**src/rtl/spike_residue.sv**
```systemverilog
// Threshold-and-fire stage: compares a membrane potential against THRESHOLD,
// emitting a spike bit and the post-fire residue on two independent channels.
//
// Ports:
//   clk, rst                          clock, async active-high reset
//   L_data, L_valid, L_ready          input potential handshake
//   OutSpike_data/valid/ready         1-bit spike decision channel
//   Residue_data/valid/ready          residue potential channel
module spike_residue #(
    parameter int FILTER_WIDTH = 8,
    parameter int THRESHOLD    = 64
) (
    input  logic                    clk,
    input  logic                    rst,
    input  logic [FILTER_WIDTH-1:0] L_data,
    input  logic                    L_valid,
    output logic                    L_ready,
    output logic                    OutSpike_data,
    output logic                    OutSpike_valid,
    input  logic                    OutSpike_ready,
    output logic [FILTER_WIDTH-1:0] Residue_data,
    output logic                    Residue_valid,
    input  logic                    Residue_ready
);

    localparam logic [FILTER_WIDTH-1:0] TH = FILTER_WIDTH'(THRESHOLD);

    logic                    spike_free;
    logic                    residue_free;
    logic                    take;
    logic                    fire;
    logic [FILTER_WIDTH-1:0] residue_next;

    // A slot can take new data if it is empty or is draining this cycle.
    // Both slots must be free so spike and residue stay paired.
    assign spike_free   = !OutSpike_valid || OutSpike_ready;
    assign residue_free = !Residue_valid || Residue_ready;
    assign L_ready      = spike_free && residue_free;
    assign take         = L_valid && L_ready;

    // Subtraction only on the fire path, so it cannot underflow.
    assign fire         = L_data >= TH;
    assign residue_next = fire ? L_data - TH : L_data;

    always_ff @(posedge clk or posedge rst) begin
        if (rst) begin
            OutSpike_valid <= 1'b0;
            OutSpike_data  <= 1'b0;
        end else if (take) begin
            OutSpike_valid <= 1'b1;
            OutSpike_data  <= fire;
        end else if (OutSpike_ready) begin
            OutSpike_valid <= 1'b0;
        end
    end

    always_ff @(posedge clk or posedge rst) begin
        if (rst) begin
            Residue_valid <= 1'b0;
            Residue_data  <= '0;
        end else if (take) begin
            Residue_valid <= 1'b1;
            Residue_data  <= residue_next;
        end else if (Residue_ready) begin
            Residue_valid <= 1'b0;
        end
    end

endmodule

```
**config.mk**
```make
export PLATFORM = sky130hd
export DESIGN_NAME = spike_residue
export DESIGN_NICKNAME = d
export VERILOG_FILES = /design/src/rtl/spike_residue.sv
export SDC_FILE = /design/constraint.sdc
export NUM_CORES = 1
export LEC_CHECK = 0
export ABC_AREA = 1
export BUFFER_PORTS_ARGS = -buffer_cell sky130_fd_sc_hd__buf_2
export CORE_AREA = 2 2 39 41
export DETAILED_ROUTE_END_ITERATION = 10
export DIE_AREA = 0 0 41 43
export PLACE_DENSITY = 0.7
export SYNTH_ARGS = -nofsm -noshare
export SYNTH_HDL_FRONTEND = slang
export SYNTH_SLANG_ARGS = --single-unit
```
**constraint.sdc**
```tcl
create_clock -name clk -period 1.18 [get_ports clk]
set_input_delay 0.118 -clock clk [delete_from_list [all_inputs] [get_ports clk]]
set_output_delay 0.118 -clock clk [all_outputs]
set_load 0.05 [all_outputs]
```
# Word level (Yosys, flattened, before mapping)
# Index checks and enable logic that the tools add are counted.
dict set report classes {
  order_cmp 1
  addsub 1
  n_reduce_logical 8
  mux 5
}
# op n
set op_table {}
lappend op_table {{>= comparator 8 x 7 -> 1 bit, second input constant} 1}
lappend op_table {{two-way mux 8 bit} 1}
lappend op_table {{subtractor 8 x 7 -> 8 bit, second input constant} 1}
lappend op_table {{two-way mux 1 bit} 4}
lappend op_table {{nonzero test 2 bit} 2}
lappend op_table {{logical AND 1 bit} 2}
lappend op_table {{logical NOT 1 bit} 2}
lappend op_table {{logical OR 1 bit} 2}
dict set report word_totals {
  regBits 11
  elab_cells 19
}

# Depth between registers and ports, before layout
dict set report logic_depth {
  ltp_word 5
  mapped_depth 6
}

# Least setup slack after synthesis
# OpenSTA, ideal clock, no wires.
dict set report synth_timing {
  kind {register -> output}
  start {register Residue_valid}
  end {output L_ready}
  path_buffers 1
  path_slack_ns -0.176
  arrival_time_ns 1.238
  required_ns 1.062
  stages_incl_launch_ff 5
  path_cell_list {dfrtp_1 nand2_2 buf_6 nand2_1 inv_1}
}
dict set report synth_between {
  elab_chain_len 3
}
# element line_no
set synth_rtl {}
lappend synth_rtl {{start: declaration} 22} ;# output logic Residue_valid,
lappend synth_rtl {{start signal: assignment} 59} ;# Residue_valid <= 1'b0;
lappend synth_rtl {{start signal: assignment} 62} ;# Residue_valid <= 1'b1;
lappend synth_rtl {{start signal: assignment} 65} ;# Residue_valid <= 1'b0;
lappend synth_rtl {{logical NOT 1 bit} 37} ;# assign residue_free = !Residue_valid || Residue_ready;
lappend synth_rtl {{logical OR 1 bit} 37}
lappend synth_rtl {{logical AND 1 bit} 38} ;# assign L_ready = spike_free && residue_free;
lappend synth_rtl {{end: declaration} 17} ;# output logic L_ready,
# Every way passes these cells.

# Worst setup path in the final report
# Ends and elaborated chain as after synthesis.

==> results.sh <==
export IMPL_outcome="completed"
export IMPL_detail_route_wl_per_cell_um=10.6
export IMPL_floorplan_initialDensity_pct=38.2
export IMPL_fin_nets=99
export IMPL_ios=25
export IMPL_arrival_ns=1.03
export IMPL_place_ws_ns=0.137
export IMPL_hold_path_class="input pin to flop"
export IMPL_drt_vias_per_instance=4.54
export IMPL_die_area_um2=1760
export IMPL_drt_iter0_markers=8
export IMPL_synth_ff_latch_count=11
export IMPL_syn_nets=71
export IMPL_synth_area_leaders="dfrtp_1, nand2_1, nand4_1"
export IMPL_fin_cells=101
export IMPL_finalCritPeriodShare_pct=97.6
export IMPL_start_kind="flop"
export IMPL_seqPwrFrac_pct=38.0
export IMPL_combPwrFrac_pct=42.2
export IMPL_finalMaxSlewViolations=0
export IMPL_synth_area_um2=528
export IMPL_p_int_uw=716
export IMPL_fill_cells=137
export IMPL_die_w_um=41
export IMPL_grt_setup_unrepaired="true"
export IMPL_postSynthCellCount=58
export IMPL_grt_pass1_vias=426
export IMPL_rows=14
export IMPL_fin_skew_ns=0.00940
export IMPL_clkTransAtPathRegs_ns=0.07
export IMPL_criticalPathCategory="flop to primary output"
export IMPL_seq_area_frac_synth_pct=52.1
export IMPL_insertion_delay_ns=0.27
export IMPL_drtAntennaViolNets=0
export IMPL_final_cell_mix="buf_2, nand2_1, dfrtp_1, nand4_1, inv_1"
export IMPL_worst_slack_ns=0.0280
export IMPL_grt_max_degree=12
export IMPL_max_vdd_ir_drop_uv=911
export IMPL_htree_levels=1
export IMPL_clkPwrFrac_pct=19.8
export IMPL_p_per_area_nw_per_um2=1800
export IMPL_clockBufferDepth=2
export IMPL_fin_total_pwr_uw=1280
export IMPL_yosysWarnings=0
export IMPL_post_route_min_period_ns=1.15
export IMPL_layout_drive_gt1_share_pct=42.4
export IMPL_grt_usage_pct=15.4
export IMPL_cts_buffers=3
export IMPL_synth_top_area_cell="dfrtp_1"
export IMPL_utilization_pct=51.4
export IMPL_sw_frac_of_total_pct=44.2
export IMPL_worstPathRequired_ns=1.06
export IMPL_overflow=0
export IMPL_hold_viol_final=0
export IMPL_drtPass1Iterations=4
export IMPL_cts_tree="done"
export IMPL_wirelength_mm=1.08
export IMPL_grt_pass1_wl_mm=1.70
export IMPL_tightest_slew_ns=0.423
export IMPL_slew_limit_headroom_pct=71.8
export IMPL_drc=0
export IMPL_synth_top_area_share_pct=52.1
export IMPL_mostFrequentLayoutCell="buf_2"
export IMPL_holdPathStages=3
export IMPL_ys_types=9
export IMPL_die_h_um=43
export IMPL_p_leak_uw=0.000413
export IMPL_core_area_um2=1380
export IMPL_cts_num_sinks=11
export IMPL_routabilityCongestion=0.719
export IMPL_reg2reg_depth=5
export IMPL_drv_cap=0
export IMPL_antenna_found_initial=0
export IMPL_setup_violations=0
export IMPL_io_buffers=24
export IMPL_num_vias=459
export IMPL_power_switching_uw=568
export IMPL_syn_avg_cell_area_um2=9.10
export IMPL_end_kind="primary output"
export IMPL_place_inst=94
export IMPL_cp_max_fo=2
export IMPL_cts_root_buffer="clkbuf_4"
export IMPL_synthToLayoutAreaGrowth_pct=34.8
export IMPL_fmax_ghz=0.868
export IMPL_num_antenna_cells=0
[state kept, by name, summed over array words and instances (netlist names)]
register,cells
OutSpike_data,1
OutSpike_valid,1
Residue_data,8
Residue_valid,1
[routing by layer]
layer  vias to the layer above  part of all wire [%]  track usage (%)  routed length, µm
met4                         0                   2.2             10.0                 24
li1                        237                     -                -                  -
met2                        14                    49             21.6                524
met5                         -                     0                0                  0
met3                         5                   6.6             9.42                 71
met1                       203                    42             16.6                454
[synth_stat cells, drive strengths merged]
| cell type | count |
|---|---|
| nand2 | 25 |
| dfrtp | 11 |
| nand4 | 9 |
| inv | 7 |
| buf | 4 |
| nand3 | 1 |
| nor2 | 1 |
[path summary, 6_finish.rpt]
check                                 from               to  slack (ns)
setup / recovery             Residue_valid          L_ready        0.03
hold / removal                   L_data[5]  Residue_data[5]        0.10
setup reg to reg             Residue_valid  Residue_data[7]        0.08
hold reg to reg            Residue_data[2]  Residue_data[2]        0.46
max in group asynchronous              rst    Residue_valid        0.49
min in group asynchronous              rst  Residue_data[1]        0.37
[worst max-delay path: stages, from the launching register on]
cell and delay, ns:
dfrtp_2 0.44, nand2_8 0.07, nand2_4 0.05, clkinvlp_4 0.06, buf_8 0.13
[stage by stage]
step	setup TNS, ns	hold WS (ns)	area (µm²)
global placement	0	0.119	642
detailed placement	0	0.133	642
floorplan	0	-0.0297	547
global route	-0.0174	0.106	712
CTS	0	0.105	708
finish	0	0.102	712
[final cells by class]
class	count	area [µm²]	share of cell area [%]
flip-flops and latches	11	278	39.0
clock buffers	4	26.3	3.69
repair buffers	27	155	21.8
inverters	7	30.0	4.22
well taps	16	20.0	2.81
multi-input cells	36	203	28.5
[power by group through the flow]
stage | registers (µW) | clock network [µW] | logic, µW
final | 488 | 254 | 541
after floorplan | 745 | 0 | 168
after global placement | 491 | 0 | 511
after global routing | 497 | 280 | 578
after detailed placement | 494 | 0 | 517
after CTS | 490 | 261 | 542
[timing repair]
action                     4_1_cts  5_1_grt
setup endpoints to repair        1        1
hold endpoints to repair        11        0
buffers inserted                 2        0
pin swaps                        2        2
resized for setup                3        1
hold buffers                     1        0
[kinds of logic (layout without fill, tap and decap cells)]
group | Yosys count | after routing | synth area share [%]
AND/OR/NAND/NOR | 36 | 36 | 34.4
flip-flops | 11 | 11 | 52.1
buffers and inverters | 11 | 38 | 13.5
Power figures use the tool's default switching activity.
